## config.mk

```make
export PLATFORM = sky130hd
export DESIGN_NAME = alu_issue_ctrl
export DESIGN_NICKNAME = d
export VERILOG_FILES = /design/src/rtl/alu_issue_ctrl_pkg.sv /design/src/rtl/alu_issue_ctrl_flag_merge.sv /design/src/rtl/alu_issue_ctrl.sv
export SDC_FILE = /design/constraint.sdc
export NUM_CORES = 1
export LEC_CHECK = 0
export CAP_MARGIN = 0
export CORE_MARGIN = 2
export CORE_UTILIZATION = 43
export DETAILED_ROUTE_END_ITERATION = 12
export GPL_TIMING_DRIVEN = 0
export PLACE_DENSITY = 0.82
export SYNTH_ARGS = -nofsm -noshare
export SYNTH_HDL_FRONTEND = slang
export SYNTH_HIERARCHICAL = 1
export SYNTH_SLANG_ARGS = --single-unit
```

## constraint.sdc

```tcl
create_clock -name clk -period 2 [get_ports clk]
set_input_delay 0.6 -clock clk [delete_from_list [all_inputs] [get_ports clk]]
set_output_delay 0.6 -clock clk [all_outputs]
set_load 0.01 [all_outputs]
```

## src/rtl/alu_issue_ctrl_pkg.sv

```systemverilog
// alu_issue_ctrl_pkg
//   Shared definitions for the ALU issue controller, the alu instance and the
//   multi-cycle control FSM: issue-controller state encoding and ALU opcodes.
package alu_issue_ctrl_pkg;

    typedef enum logic [2:0] {
        IDLE  = 3'd0,
        LO    = 3'd1,
        HI    = 3'd2,
        CARRY = 3'd3,
        DONE  = 3'd4
    } issue_state_t;

    localparam logic [3:0] OPER_AND = 4'h0;
    localparam logic [3:0] OPER_OR  = 4'h1;
    localparam logic [3:0] OPER_XOR = 4'h2;
    localparam logic [3:0] OPER_NOT = 4'h3;
    localparam logic [3:0] OPER_ADD = 4'h4;
    localparam logic [3:0] OPER_SUB = 4'h5;

endpackage

```

## src/rtl/alu_issue_ctrl_flag_merge.sv

```systemverilog
// alu_issue_ctrl_flag_merge
//   Combinational merge of the per-half ALU results into the flags of a wide
//   (2*OPERAND_WIDTH) operation.
//   Ports:
//     res_hi   in   upper half result (after any carry pass)
//     res_lo   in   lower half result
//     co_hi    in   carry out of the upper half pass
//     co_carry in   carry out of the carry pass (0 when no carry pass ran)
//     add_op   in   operation is ADD; carry is meaningful only for ADD
//     n,z,p,co out  merged wide flags
module alu_issue_ctrl_flag_merge #(
    parameter int OPERAND_WIDTH = 16
) (
    input  logic [OPERAND_WIDTH-1:0] res_hi,
    input  logic [OPERAND_WIDTH-1:0] res_lo,
    input  logic                     co_hi,
    input  logic                     co_carry,
    input  logic                     add_op,
    output logic                     n,
    output logic                     z,
    output logic                     p,
    output logic                     co
);

    always_comb begin
        n  = res_hi[OPERAND_WIDTH-1];
        z  = (res_hi == '0) && (res_lo == '0);
        p  = !n && !z;
        // Non-ADD wide operations work per half with no carry between them.
        co = add_op ? (co_hi | co_carry) : 1'b0;
    end

endmodule

```

## src/rtl/alu_issue_ctrl.sv

```systemverilog
// alu_issue_ctrl
//   Initiator side of the ALU operand/flag interface. Takes requests over a
//   valid/ready handshake, drives the ALU operands/opcode from registers,
//   captures the result and flags, and returns them over a response channel.
//   Wide (2*OPERAND_WIDTH) requests run as chained passes: low half, high
//   half, and for ADD with a low-half carry an extra +1 pass on the high half.
//   Ports:
//     clk, rst                    clock, synchronous active-high reset
//     req_valid/req_ready         request handshake
//     req_wide, req_oper          request width select and ALU opcode
//     req_a, req_b                operands (narrow uses the low half)
//     alu_srcA/alu_srcB/alu_oper  registered ALU inputs
//     alu_result, alu_n/z/p/co    ALU outputs
//     rsp_valid/rsp_ready         response handshake
//     rsp_result, rsp_n/z/p/co    final result and flags
//     perf_passes                 ALU pass counter (only with ALU_ISSUE_PERF_EN)
//   Optional feature macro: ALU_ISSUE_PERF_EN
//
//   state | meaning
//   IDLE  | ready for a request
//   LO    | ALU working on the low half (or the whole narrow operation)
//   HI    | ALU working on the high half of a wide operation
//   CARRY | ALU adding the low-half carry into the high half
//   DONE  | response held until rsp_ready
module alu_issue_ctrl
    import alu_issue_ctrl_pkg::*;
#(
    parameter int OPERAND_WIDTH  = 16,
    parameter int NUM_OPERATIONS = 4
) (
    input  logic                         clk,
    input  logic                         rst,
    input  logic                         req_valid,
    output logic                         req_ready,
    input  logic                         req_wide,
    input  logic [NUM_OPERATIONS-1:0]    req_oper,
    input  logic [2*OPERAND_WIDTH-1:0]   req_a,
    input  logic [2*OPERAND_WIDTH-1:0]   req_b,
    output logic [OPERAND_WIDTH-1:0]     alu_srcA,
    output logic [OPERAND_WIDTH-1:0]     alu_srcB,
    output logic [NUM_OPERATIONS-1:0]    alu_oper,
    input  logic [OPERAND_WIDTH-1:0]     alu_result,
    input  logic                         alu_n,
    input  logic                         alu_z,
    input  logic                         alu_p,
    input  logic                         alu_co,
    output logic                         rsp_valid,
    input  logic                         rsp_ready,
    output logic [2*OPERAND_WIDTH-1:0]   rsp_result,
    output logic                         rsp_n,
    output logic                         rsp_z,
    output logic                         rsp_p,
    output logic                         rsp_co
`ifdef ALU_ISSUE_PERF_EN
    ,
    output logic [15:0]                  perf_passes
`endif
);

    localparam int W = OPERAND_WIDTH;
    localparam logic [NUM_OPERATIONS-1:0] ADD_OP = NUM_OPERATIONS'(OPER_ADD);

    issue_state_t state, state_nxt;

    logic [W-1:0] a_hi_q;
    logic [W-1:0] b_hi_q;
    logic         wide_q;
    logic [W-1:0] res_lo_q;
    logic         co_lo_q;
    logic         co_hi_q;

    logic accept;
    logic is_add;
    logic take_carry;
    logic mrg_co_hi, mrg_co_carry;
    logic mrg_n, mrg_z, mrg_p, mrg_co;

    assign req_ready  = (state == IDLE) && !rst;
    assign accept     = req_valid && req_ready;
    assign rsp_valid  = (state == DONE);
    // alu_oper still holds the request opcode during LO/HI, and CARRY is
    // only ever entered for ADD.
    assign is_add     = (alu_oper == ADD_OP);
    assign take_carry = is_add && co_lo_q;

    // In HI and CARRY the final high half is the live ALU result.
    assign mrg_co_hi    = (state == HI) ? alu_co : co_hi_q;
    assign mrg_co_carry = (state == CARRY) ? alu_co : 1'b0;

    alu_issue_ctrl_flag_merge #(
        .OPERAND_WIDTH(W)
    ) u_flag_merge (
        .res_hi   (alu_result),
        .res_lo   (res_lo_q),
        .co_hi    (mrg_co_hi),
        .co_carry (mrg_co_carry),
        .add_op   (is_add),
        .n        (mrg_n),
        .z        (mrg_z),
        .p        (mrg_p),
        .co       (mrg_co)
    );

    always_comb begin
        state_nxt = state;
        case (state)
            IDLE:    if (accept) state_nxt = LO;
            LO:      state_nxt = wide_q ? HI : DONE;
            HI:      state_nxt = take_carry ? CARRY : DONE;
            CARRY:   state_nxt = DONE;
            DONE:    if (rsp_ready) state_nxt = IDLE;
            default: state_nxt = IDLE;
        endcase
    end

    always_ff @(posedge clk) begin
        if (rst) begin
            state      <= IDLE;
            alu_srcA   <= '0;
            alu_srcB   <= '0;
            alu_oper   <= '0;
            a_hi_q     <= '0;
            b_hi_q     <= '0;
            wide_q     <= 1'b0;
            res_lo_q   <= '0;
            co_lo_q    <= 1'b0;
            co_hi_q    <= 1'b0;
            rsp_result <= '0;
            rsp_n      <= 1'b0;
            rsp_z      <= 1'b0;
            rsp_p      <= 1'b0;
            rsp_co     <= 1'b0;
        end else begin
            state <= state_nxt;
            case (state)
                IDLE: begin
                    if (accept) begin
                        a_hi_q   <= req_a[2*W-1:W];
                        b_hi_q   <= req_b[2*W-1:W];
                        wide_q   <= req_wide;
                        alu_srcA <= req_a[W-1:0];
                        alu_srcB <= req_b[W-1:0];
                        alu_oper <= req_oper;
                    end
                end
                LO: begin
                    res_lo_q <= alu_result;
                    co_lo_q  <= alu_co;
                    if (wide_q) begin
                        alu_srcA <= a_hi_q;
                        alu_srcB <= b_hi_q;
                    end else begin
                        rsp_result <= {{W{1'b0}}, alu_result};
                        rsp_n      <= alu_n;
                        rsp_z      <= alu_z;
                        rsp_p      <= alu_p;
                        rsp_co     <= alu_co;
                    end
                end
                HI: begin
                    co_hi_q <= alu_co;
                    if (take_carry) begin
                        alu_srcA <= alu_result;
                        alu_srcB <= W'(1);
                        alu_oper <= ADD_OP;
                    end else begin
                        rsp_result <= {alu_result, res_lo_q};
                        rsp_n      <= mrg_n;
                        rsp_z      <= mrg_z;
                        rsp_p      <= mrg_p;
                        rsp_co     <= mrg_co;
                    end
                end
                CARRY: begin
                    rsp_result <= {alu_result, res_lo_q};
                    rsp_n      <= mrg_n;
                    rsp_z      <= mrg_z;
                    rsp_p      <= mrg_p;
                    rsp_co     <= mrg_co;
                end
                default: ;
            endcase
        end
    end

`ifdef ALU_ISSUE_PERF_EN
    always_ff @(posedge clk) begin
        if (rst) begin
            perf_passes <= '0;
        end else if ((state == LO || state == HI || state == CARRY) &&
                     (perf_passes != 16'hFFFF)) begin
            perf_passes <= perf_passes + 16'd1;
        end
    end
`endif

endmodule

```

# Yosys cells after proc, flatten, opt, wreduce, memory -nomap -nowiden
# Index checks and enable logic that the tools add are counted.
# op_classes
eq_ne	11
shifts	0
reduce_logical	19
addsub	0
n_div	0
n_lt_le_gt_ge	0
n_bitwise	1
mul	0
mux	34
# ops
cell	n
two-way mux 16 bit	6
one-hot mux 16 bit (3 select lines)	2
one-hot mux 32 bit (3 select lines)	1
two-way mux 32 bit	2
zero test 16 bit	2
one-hot mux 3 bit (5 select lines)	1
two-way mux 3 bit	4
one-hot mux 1 bit (3 select lines)	4
two-way mux 1 bit	11
inequality test 2 bit (second input constant)	5
two-way mux 4 bit	2
one-hot mux 4 bit (2 select lines)	1
equality test 3 x 2 -> 1 bit (second input constant)	2
AND reduction 3 bit	2
nonzero test 3 bit	2
logical AND 1 bit	5
equality test 4 x 3 -> 1 bit (second input constant)	1
AND reduction 2 bit	2
AND reduction 4 bit	1
equality test 3 x 1 -> 1 bit (second input constant)	1
equality test 3 bit (second input constant)	1
zero test 1 bit	3
zero test 3 bit	1
inequality test 2 x 1 -> 1 bit (second input constant)	1
2 further kinds	2
# totals
mem_count	0
regBits	126
latch_bits	0
in_bits	93
word_cells	80
output_inout_bits	74
rom_bits	0
ramBits	0

# Longest topological paths before layout
# Gate-level depths: netlist of the first run.
# logic_depth
ltp_word	6
ltp_mapped	9
mapped_depth_nobuf	6

# By module
# Netlist of the first run, hierarchy kept.
# modules_own_cells
mod	cells_each	area_per_inst_um2	seq_area_each_um2	instances
alu_issue_ctrl	622	5482.8	2522.4	1
alu_issue_ctrl_flag_merge	14	97.6	0.0	1

# Worst setup path after synthesis of the first run
# Ideal clock, no wire load.
# synth_timing
kind	in2reg
startpoint	input port rst
endpoint	register alu_oper[2]
setup_time_ns	0.128
required_ns	1.872
path_slack_ns	-0.049
arrival_time_ns	1.922
path_buffers	2
path_stages	7
cell_sequence	buf_2 -> or3_4 -> or2_1 -> buf_2 -> a211oi_2 -> mux2i_1 -> nor2_1
# synth_via
elab_chain_cells	5
# synth_rtl
element	line_no	source
start: declaration	alu_issue_ctrl.sv:32	input logic rst,
zero test 1 bit	alu_issue_ctrl.sv:78	assign req_ready = (state == IDLE) && !rst;
logical AND 1 bit	alu_issue_ctrl.sv:78	
logical AND 1 bit	alu_issue_ctrl.sv:79	assign accept = req_valid && req_ready;
inequality test 2 bit (no source line)	-	
AND reduction 3 bit (no source line)	-	
end signal: assignment	alu_issue_ctrl.sv:143	alu_oper <= req_oper;
end: declaration	alu_issue_ctrl.sv:41	output logic [NUM_OPERATIONS-1:0] alu_oper,
# Several ways; a longest one is shown, not always the timed one.
# A chain may end at the register's enable or synchronous reset.

# Worst setup path in the final report of the first run
# layout_timing
startpoint	input port alu_result[11]
endpoint	register rsp_p
# layout_via
elab_chain_cells	6
# layout_rtl
element	line_no	source
start: declaration	alu_issue_ctrl.sv:42	input logic [OPERAND_WIDTH-1:0] alu_result,
zero test 16 bit *	alu_issue_ctrl_flag_merge.sv:27	z = (res_hi == '0) && (res_lo == '0);
logical AND 1 bit *	alu_issue_ctrl_flag_merge.sv:27	
zero test 1 bit *	alu_issue_ctrl_flag_merge.sv:28	p = !n && !z;
logical AND 1 bit *	alu_issue_ctrl_flag_merge.sv:28	
named net mrg_p	alu_issue_ctrl.sv:76	logic mrg_n, mrg_z, mrg_p, mrg_co;
two-way mux 1 bit	alu_issue_ctrl.sv:162	if (take_carry) begin
one-hot mux 1 bit (3 select lines) *	alu_issue_ctrl.sv:135	case (state)
end signal: assignment	alu_issue_ctrl.sv:156	rsp_p <= alu_p;
end signal: assignment	alu_issue_ctrl.sv:170	rsp_p <= mrg_p;
end signal: assignment	alu_issue_ctrl.sv:178	rsp_p <= mrg_p;
end: declaration	alu_issue_ctrl.sv:52	output logic rsp_p,
# The timed path passes the listed nets; every way through them passes the cells marked *. The select of a mux whose other input is x is not followed.

==> impl_results.md, run 1 <==
* Die X at 117.9 µm
* Synth area leader: dfxtp_1
* Initial antenna violation count at 0
* CTS root buf: clkbuf_16
* Initial core utilization at 0.4404
* Layout Cells excl Fill at 1,022
* Register area share after synthesis at 0.4520
* Power per cell area at 886.6 nW/µm²
* Final Hold Vio Count at 0
* Dominant cells by area after synthesis: dfxtp_1 45%, nand2_1 8.1%, nand3b_1 4.3%
* FMAX at 499.3 MHz
* Critical Path AT at 2.28 ns
* Max VDD drop at 0.0004953 V
* Starting DRT DRC Count at 474
* Routed vias/inst at 5.614
* DR pass1 iterations at 5
* Setup ws final at -0.002877 ns
* Compound-Gate Fraction of Synth Area at 0.2182
* Startpoint Class: primary input
* Worst slew pin tran at 0.7977 ns
* Largest net degree at the start of global routing at 17
* Crit-path max FO at 5
* Total CTS buffers at 17
* Clock Pin Slew Worst Setup and Hold Paths at 0.06 ns
* Period utilization at 1.001
* Global-route wire length before repair at 28,030 µm
* # port buffers at 166
* Worst Setup EP: rsp_p
* Vias in the first global route at 5,471
* Post-synthesis mux area share at 0.03969
* Status: finished, violations left
* RSZ-0062 raised after global routing: yes
* Area grow syn2layout at 51.52%
* Final setup vio count at 1
* Routability cong. at 0.8641
* Rel. slew slack at 0.4662
* Most common cell in the netlist: dfxtp_1
* Most instantiated cells after synthesis: 126 x dfxtp_1, 120 x nand2_1, 43 x nor2_1
* Post-synthesis adder-cell area fraction at 0
* Mapped Cells at 636
* Worst-case clock buffer depth at 2
* Core Box Area at 12,670 µm²
* Clock insertion delay at the later pin of the skew report at 0.42 ns
* Fin crit period at 2.003 ns
* Startpoint of the worst register-to-register path: alu_oper[0]
* Die ar. at 13,910 µm²
* # IOs at 167
* Post-Syn Area per Cell at 8.774 µm²
* Std cell rows at 41
* Top_reg_cell synth: dfxtp_1
* DIE HEIGHT at 117.9 µm
* Sink Count at 126
* Diodes inserted at 0
* Routed len/inst at 18.49 µm
* CTS tree: built
* Register bit count reported by yosys at 126
* Leakage power at 3.143 nW
* Grt total ovfl at 0
* Syn Std Cell Area at 5580 µm²
* Tightest Hold Check Type: flip-flop to flip-flop
* Worst R2R End: alu_srcA[10]
* Synth Warn # at 6
* Residual DRC at 0
* WP data required at 2.28 ns
* Smallest hold slack at 0.4540 ns
* Syn_nets at 729
* Max-slew violations at 0
* Nets@finish at 930
* Final WL at 18,900 µm
* Largest family of logic cells by synthesized area: simple AND/OR/NAND/NOR gates
* Post-CTS Hold Buffers at 0
* Setup crit end kind: flip-flop
* Xor/xnor share of the synthesized area at 0
* Placed Instances at 974
* Max cap viols at 0
* DP HPWL at 12,770 µm
* Post-synth cell types at 49
* Number of enable flip-flop cells after synthesis at 0
* Share of cells above drive strength 1 at 0.1482
* Vias at 5,737
* Critical Path Source: alu_result[11]
* Ys async rst share at 0
* Worst reg2reg path depth at 7
* H-tree depth at 4
* Failing checks: setup timing
* Share of the synthesized area in the top cell type at 0.4520
* Post-route ant nets at 0
* Clock Skew at 0.006615 ns
* Synth Area in Simple Gates at 0.2415
* Reg2Reg Setup Slack at 0.01 ns
* Crit Path Category: primary input to flip-flop
* All-Layer GR Usage at 0.2533
[where the power goes]
group / total (mW) / internal, mW / leakage, nW / switching, mW
sequential: 2.80 / 2.69 / 1.03 / 0.111
clock: 3.41 / 2.28 / 0.314 / 1.14
combinational: 1.29 / 0.650 / 1.80 / 0.638
[flip-flops by register name, summed over array words and instances (netlist names), 3 cells and up]
| name | cells |
|---|---|
| rsp_result | 32 |
| a_hi_q | 16 |
| alu_srcA | 16 |
| alu_srcB | 16 |
| b_hi_q | 16 |
| res_lo_q | 16 |
| alu_oper | 4 |
| state | 3 |
[placed cells by master (no fill, tap or decap), types with 18 or more instances in the layout]
cell             count
clkdlybuf4s50_1    160
dfxtp_1            122
nand3b_1            32
clkbuf_16           18
a21oi_1             39
clkbuf_1            20
nand3_1             20
a211oi_1            20
nand2b_1            20
mux2i_1             21
nand2_1            119
nor2_1              41
nor3_1              18
[critical path, stage by stage]
cell and delay (ns):
clkdlybuf4s50_1 0.56, nor4_1 0.45, nand4_1 0.22, o21ba_1 0.23
mux2i_1 0.13, a211oi_1 0.08
[stage by stage]
stage / cell area [µm²] / power (mW) / utilization / setup WS (ns) / setup TNS, ns
after global placement: 7463 / 3.993 / 0.5890 / -0.8566 / -57.03
after floorplan: 5587 / 3.415 / - / 0.01853 / 0
final: 8456 / 7.497 / 0.6673 / -0.002877 / -0.002877
after global routing: 8456 / 7.720 / 0.6673 / -0.07794 / -1.354
after CTS: 8162 / 7.394 / 0.6441 / -0.03961 / -0.06946
after detailed placement: 7463 / 4.008 / 0.5890 / -0.8510 / -58.87
[per-layer routing]
| metal | GRT usage | vias up | share of wire |
|---|---|---|---|
| li1 | - | 2678 | - |
| met4 | 0.1054 | 0 | 0.036 |
| met5 | 0 | - | 0 |
| met2 | 0.4182 | 276 | 0.47 |
| met1 | 0.3122 | 2723 | 0.41 |
| met3 | 0.06734 | 60 | 0.080 |
[worst min-delay path by stage]
stage | from | endpoint | cells past startpoint
2_1_floorplan | res_lo_q[0] | res_lo_q[0] | 2
3_3_place_gp | alu_srcA[11] | alu_srcA[11] | 2
3_5_place_dp | alu_srcA[7] | alu_srcA[7] | 2
4_1_cts | alu_srcA[7] | alu_srcA[7] | 2
5_1_grt | alu_srcA[5] | alu_srcA[5] | 2
6_report | alu_srcA[7] | alu_srcA[7] | 2
[layout make-up]
type                    instances  area, µm²
fillers                       996       4215
multi-input cells             449       2867
flip-flops and latches        126       2532
repair buffers                185       1822
clock buffers                  22      464.2
plain buffers                  55      359.1
well taps                     172      215.2
clock inverters                10      185.2
inverters                       3      11.26
[cell families (layout without fill, tap and decap cells)]
kind of cell	count (synthesis)	count (layout)
buffers and inverters	61	275
AOI/OAI and AO/OA	151	151
DFF	126	126
muxes	22	22
and+or+nand+nor	276	276
[repair_timing]
item | CTS | global route
buffers inserted | 2 | 13
resized for setup | 32 | 52
pin swaps | 3 | 10
setup endpoints to repair | 87 | 79
cloned | 0 | 4
Note: power is estimated with default switching activity, not from simulation.
==> run 2, diff against run 1 <==
Settings changed: CELL_PAD_IN_SITES_DETAIL_PLACEMENT set to 1, CELL_PAD_IN_SITES_GLOBAL_PLACEMENT set to 1, CORE_UTILIZATION 43 to 31, PLACE_DENSITY 0.82 to 0.81.
==> run 2 against run 1 <==
Critical path depth is 1 lower. Cell area hardly changed. Wire length is 13% higher. Sequential power hardly changed. The run still ends with setup timing left. Register-to-register slack hardly changed. Clock-buffer cell count stayed put. Clock skew is 0.0051 ns higher. Total power is 6.3% lower. Combinational power hardly changed. First-iteration DRC count is 23% lower. Largest cell class unchanged.
==> impl_results.md, run 2 (synthesized netlist as in run 1, its figures left out) <==
* Vias at 5,688 (-0.85%)
* Register name with the most flops: rsp_result
* Critical Path AT at 1.42 ns (-0.86 ns)
* Starting DRT DRC Count at 366 (-23%)
* Nets@finish at 930 (unchanged)
* Smallest hold slack at 0.4581 ns (+0.004079 ns)
* # port buffers at 166 (unchanged)
* Max FFs per register at 32 (unchanged)
* FMAX at 494.4 MHz (-0.97%)
* All-Layer GR Usage at 0.2163 (-0.03702)
* Max cap viols at 0 (unchanged)
* Max VDD drop at 0.0005967 V (+20%)
* Tightest Hold Check Type: flip-flop to flip-flop
* Grt total ovfl at 0 (unchanged)
* Share of cells above drive strength 1 at 0.1519 (+0.003708)
* Worst R2R End: alu_srcA[9]
* Vias in the first global route at 5,677 (+3.8%)
* Post-CTS Hold Buffers at 0 (unchanged)
* Routability cong. at 0.8543 (-1.1%)
* Residual DRC at 0 (unchanged)
* Placed Instances at 1,031 (+5.9%)
* Worst slew pin tran at 0.7479 ns (-0.04975 ns)
* Worst reg2reg path depth at 8 (+1)
* CTS root buf: clkbuf_16
* Crit-path max FO at 2 (-3)
* Final WL at 21,420 µm (+13%)
* Clock Skew at 0.01169 ns (+0.005072 ns)
* Sink Count at 126 (unchanged)
* Initial core utilization at 0.3128 (-0.1276)
* Die X at 138.2 µm (+17%)
* Die ar. at 19,090 µm² (+37%)
* Max-slew violations at 0 (unchanged)
* Final setup vio count at 1 (unchanged)
* Global-route wire length before repair at 32,370 µm (+15%)
* Initial antenna violation count at 2 (+2)
* CTS tree: built
* Leakage power at 3.166 nW (+0.73%)
* Worst-case clock buffer depth at 2 (unchanged)
* # IOs at 167 (unchanged)
* H-tree depth at 4 (unchanged)
* Period utilization at 1.011 (+0.009833)
* Total Negative Setup Slacks at -0.02254 ns (-0.01967 ns)
* Core Box Area at 17,840 µm² (+41%)
* Startpoint of the worst register-to-register path: alu_oper[1]
* Layout Cells excl Fill at 1,079 (+5.6%)
* Setup ws final at -0.02254 ns (-0.01967 ns)
* Min-delay src: alu_srcA[10]
* Final Hold Vio Count at 0 (unchanged)
* Area grow syn2layout at 51.48% (about the same)
* RSZ-0062 raised after global routing: yes
* Fin crit period at 2.023 ns (+0.01967 ns)
* Total CTS buffers at 17 (unchanged)
* DP HPWL at 15,050 µm (+18%)
* Failing checks: setup timing
* Commonest non-fill, non-tap cell in the layout: clkdlybuf4s50_1
* DR pass1 iterations at 5 (unchanged)
* Status: finished, violations left
* Reg2Reg Setup Slack at 0 ns (about the same)
* Crit Path Category: primary input to output pin
* Largest net degree at the start of global routing at 17 (unchanged)
* Std cell rows at 49 (+20%)
* WHS Path Cells at 2 (unchanged)
* Routed vias/inst at 5.272 (-6.1%)
* Startpoint Class: primary input
* Rel. slew slack at 0.5003 (+0.03410)
* Commonest non-fill, non-tap cells in the layout: 155 x clkdlybuf4s50_1, 121 x dfxtp_1, 119 x nand2_1, 40 x nor2_1, 39 x a21oi_1
* Hold endpoint: alu_srcA[10]
* Post-route ant nets at 0 (unchanged)
* Clock insertion delay at the later pin of the skew report at 0.42 ns (about the same)
* Routed len/inst at 19.85 µm (+7.3%)
* WP data required at 1.40 ns (-0.88 ns)
* DIE HEIGHT at 138.2 µm (+17%)
* Power per cell area at 831.3 nW/µm² (-6.2%)
* Setup crit end kind: output pin
* Clock Pin Slew Worst Setup and Hold Paths at 0.05 ns (about the same)
==> run 2: cell type report <==
cell class                 instances  area [µm²]
timing repair buffer             185        1844
antenna                            1       2.502
sequential                       126        2534
clock buffer                      22       464.2
buffer                            55       361.6
inverter                           3       11.26
clock inverter                     9       88.84
tap                              229       286.5
fill                            2044        9388
multi-input combinational        449        2860
==> run 2: through the flow <==
step	worst slack (ns)	utilization	area [µm²]	power, mW
after CTS	-0.02697	0.4589	8187	6.981
after global routing	-0.06942	0.4737	8451	7.314
final	-0.02254	0.4738	8453	7.027
after detailed placement	-0.9645	0.4223	7535	4.050
after floorplan	0.01853	-	5587	3.415
after global placement	-0.9556	0.4223	7535	4.027
==> run 2: power by group <==
group          total (mW)  internal, mW  switching, mW  leakage (nW)
registers            2.80          2.69          0.118          1.03
logic                1.31         0.658          0.655          1.87
clock network        2.91          1.77           1.14         0.262
==> run 2: worst max path at each step <==
stage | start | end | slack (ns) | cells after the start
6_report | rst | req_ready | -0.02 | 5
5_1_grt | alu_oper[1] | alu_srcA[9] | -0.07 | 8
4_1_cts | state[2] | req_ready | -0.03 | 3
3_5_place_dp | rst | a_hi_q[3] | -0.96 | 7
3_3_place_gp | rst | a_hi_q[3] | -0.96 | 7
2_1_floorplan | rst | alu_oper[2] | 0.02 | 7
==> run 2: per-layer routing <==
| layer | global-route usage | share of wire | vias to the layer above |
|---|---|---|---|
| met5 | 0 | 0 | - |
| met4 | 0.06767 | 0.015 | 0 |
| met3 | 0.05577 | 0.063 | 27 |
| met2 | 0.3635 | 0.50 | 208 |
| met1 | 0.2727 | 0.43 | 2781 |
| li1 | - | - | 2672 |
==> run 2: worst max-delay path, cell delays in order <==
cell and delay, ns:
buf_6 0.09, buf_6 0.11, or3_4 0.40, nor2_4 0.11, buf_6 0.11
==> run 2: what timing repair did <==
action                                 in CTS  in global routing
gates cloned                                0                  2
setup endpoints to repair                 122                 80
pin swaps                                   4                  7
endpoints found under the hold margin       0                  0
buffers inserted                            4                 13
resized for setup                          42                 45
==> run 3, diff against run 2 <==
Settings changed: PLACE_DENSITY 0.81 to unset, PLACE_DENSITY_LB_ADDON set to 0.1.
==> run 3 against run 2 <==
The flow still finishes with violations (setup timing). Maximum frequency is 1.2% lower. Clock power increased by 22%. Worst setup slack got worse by 0.025 ns. Die area stayed put. Critical path depth down 1. Worst hold slack barely moved. Combinational power about the same. Highest routed layer unchanged.
==> impl_results.md, run 3 (synthesized netlist as in run 1, its figures left out) <==
* Status: finished, violations left
* Failing checks: setup timing
* Initial antenna violation count at 1 (-1)
* Worst slew pin tran at 0.7289 ns (-0.01906 ns)
* Commonest non-fill, non-tap cell in the layout: clkdlybuf4s50_1
* Share of cells above drive strength 1 at 0.1749 (+0.02294)
* Layout Utilization at 0.4864 (+0.01255)
* Buffer and inverter count on the worst path at 3 (unchanged)
* Tot Pwr at 7.670 mW (+9.2%)
* Nets@finish at 932 (+0.22%)
* Starting DRT DRC Count at 260 (-29%)
* Busiest metal layer after global routing: met2
* Final setup vio count at 2 (+1)
* Met1 usage at 0.2870 (+0.01425)
* DP HPWL at 15,660 µm (+4.1%)
* Post-route cell area at 8677 µm² (+2.6%)
* Routed len/inst at 20.21 µm (+1.8%)
* Min-delay src: alu_srcA[10]
* Clock Pin Slew Worst Setup and Hold Paths at 0.06 ns (about the same)
* Setup crit end kind: output pin
* FMAX at 488.3 MHz (-1.2%)
* Global-route wire length before repair at 33,540 µm (+3.6%)
* Area grow syn2layout at 55.49%
* Vias at 5,653 (-0.62%)
* Crit-path leading delay family: buffers and inverters
* Grt total ovfl at 0 (unchanged)
* RSZ-0062 raised after global routing: yes
* Largest net degree at the start of global routing at 17 (unchanged)
* # port buffers at 166 (unchanged)
* Worst R2R End: alu_srcA[5]
* Startpoint Class: flip-flop
* CP max-delay cell: dfxtp_2
* Std cell rows at 49 (unchanged)
* Met2 usage at 0.3781 (+0.01459)
* Residual DRC at 0 (unchanged)
* Crit Path Category: flip-flop to output pin
* GR Util met3 at 0.04468 (-0.01108)
* Sink Count at 126 (unchanged)
* CTS root buf: clkbuf_16
* Crit-path max FO at 5 (+3)
* Leakage power at 3.322 nW (+4.9%)
* Tightest Hold Check Type: flip-flop to flip-flop
* # IOs at 167 (unchanged)
* H-tree depth at 4 (unchanged)
* Placement Cell Area at 7535 µm² (unchanged)
* CTS tree: built
* Critical Path AT at 1.45 ns (+0.03 ns)
* Core Box Area at 17,840 µm² (unchanged)
* Worst-case clock buffer depth at 2 (unchanged)
* CP peak stage delay at 0.32 ns (-0.08 ns)
* Reg2Reg Setup Slack at 0.01 ns (about the same)
* Power per cell area at 884.0 nW/µm² (+6.3%)
* Die X at 138.2 µm (unchanged)
* Fin crit period at 2.048 ns (+0.02523 ns)
* Routed vias/inst at 5.225 (-0.89%)
* Post-CTS Hold Buffers at 0 (unchanged)
* Final Hold Vio Count at 0 (unchanged)
* DR pass1 iterations at 4 (-1)
* Post-route ant nets at 0 (unchanged)
* Critical path depth at 4 (-1)
* DIE HEIGHT at 138.2 µm (unchanged)
* Rel. slew slack at 0.5141 (+0.01373)
* Clock insertion delay at the later pin of the skew report at 0.42 ns (about the same)
* Cells along the critical path: buf_6 -> buf_12 -> nor3b_4 -> buf_2
* Register name with the most flops: rsp_result
* Clock Skew at 0.007496 ns (-0.004191 ns)
* Commonest non-fill, non-tap cells in the layout: 146 x clkdlybuf4s50_1, 120 x dfxtp_1, 113 x nand2_1, 41 x nor2_1, 36 x a21oi_1
* Routability cong. at 0.7938 (-7.1%)
* Initial core utilization at 0.3128 (unchanged)
* WP data required at 1.40 ns (about the same)
* Max VDD drop at 0.0006032 V (+1.1%)
* Period utilization at 1.024 (+0.01261)
* Startpoint of the worst register-to-register path: alu_oper[0]
* Final WL at 21,870 µm (+2.1%)
* Worst reg2reg path depth at 7 (-1)
* Total CTS buffers at 17 (unchanged)
* WHS Path Cells at 2 (unchanged)
* Setup ws final at -0.04777 ns (-0.02523 ns)
* Max-slew violations at 0 (unchanged)
* Max cap viols at 0 (unchanged)
* Max FFs per register at 32 (unchanged)
* All-Layer GR Usage at 0.2234 (+0.007165)
* Vias in the first global route at 5,922 (+4.3%)
* Hold endpoint: alu_srcA[10]
* Die ar. at 19,090 µm² (unchanged)
[run 3: changes by cell type in the layout (fill, tap and decap cells not counted), moves of 3 or more]
cell,delta
a21oi_1,-3
a21oi_2,+3
buf_4,+10
buf_6,-5
bufinv_16,+4
clkbuf_2,-4
clkdlybuf4s50_1,-9
clkinvlp_4,-3
dlymetal6s2s_1,+8
nand2_1,-6
nand2_2,+3
nand2_4,+3
nor2_4,-3
[run 3: final cells by class]
type	instances	area, µm²
Sequential cell	126	2537
Clock inverter	10	182.7
Antenna cell	1	2.502
Fill cell	2031	9164
Tap cell	229	286.5
Multi-Input combinational cell	449	2947
Timing Repair Buffer	188	1869
Buffer	54	356.6
Inverter	3	11.26
Clock buffer	22	484.2
[run 3: per-stage QoR]
stage	setup TNS (ns)	std cells	hold slack (ns)	worst slack, ns
6_report	-0.06361	1082	0.4583	-0.04777
3_5_place_dp	-69.77	1031	0.4456	-0.9347
4_1_cts	-0.1110	1069	0.4629	-0.05728
2_1_floorplan	0	636	0.4486	0.01853
5_1_grt	-0.7837	1082	0.4853	-0.09879
3_3_place_gp	-60.95	1031	0.4460	-0.8782
[run 3: worst min-delay path, stage by stage, from the launching register on]
cell	delay [ns]
dfxtp_1	0.31
nand2_1	0.05
a21oi_1	0.05
[run 3: repair_timing]
item                                    4_1_cts  5_1_grt
resized for setup                            48       77
endpoints found under the hold margin         0        0
endpoints found under the setup margin      122      100
gates cloned                                  0        2
pin swaps                                     6       16
buffers inserted                              7       13
[run 3: power breakdown]
group	internal [mW]	switching [mW]
registers	2.69	0.116
logic	0.665	0.669
clock network	2.34	1.19
total	5.69	1.98
[run 3: routing by layer]
| metal | vias up | share of wire |
|---|---|---|
| met5 | - | 0 |
| met4 | 0 | 0.015 |
| met3 | 28 | 0.041 |
| met2 | 142 | 0.50 |
| met1 | 2789 | 0.45 |
| li1 | 2694 | - |
[run 3: worst max path at each step]
stage / start / to
3_5_place_dp: rst / req_ready
2_1_floorplan: rst / alu_oper[2]
6_report: state[0] / rsp_valid
5_1_grt: state[0] / rsp_valid
3_3_place_gp: rst / req_ready
4_1_cts: state[2] / req_ready
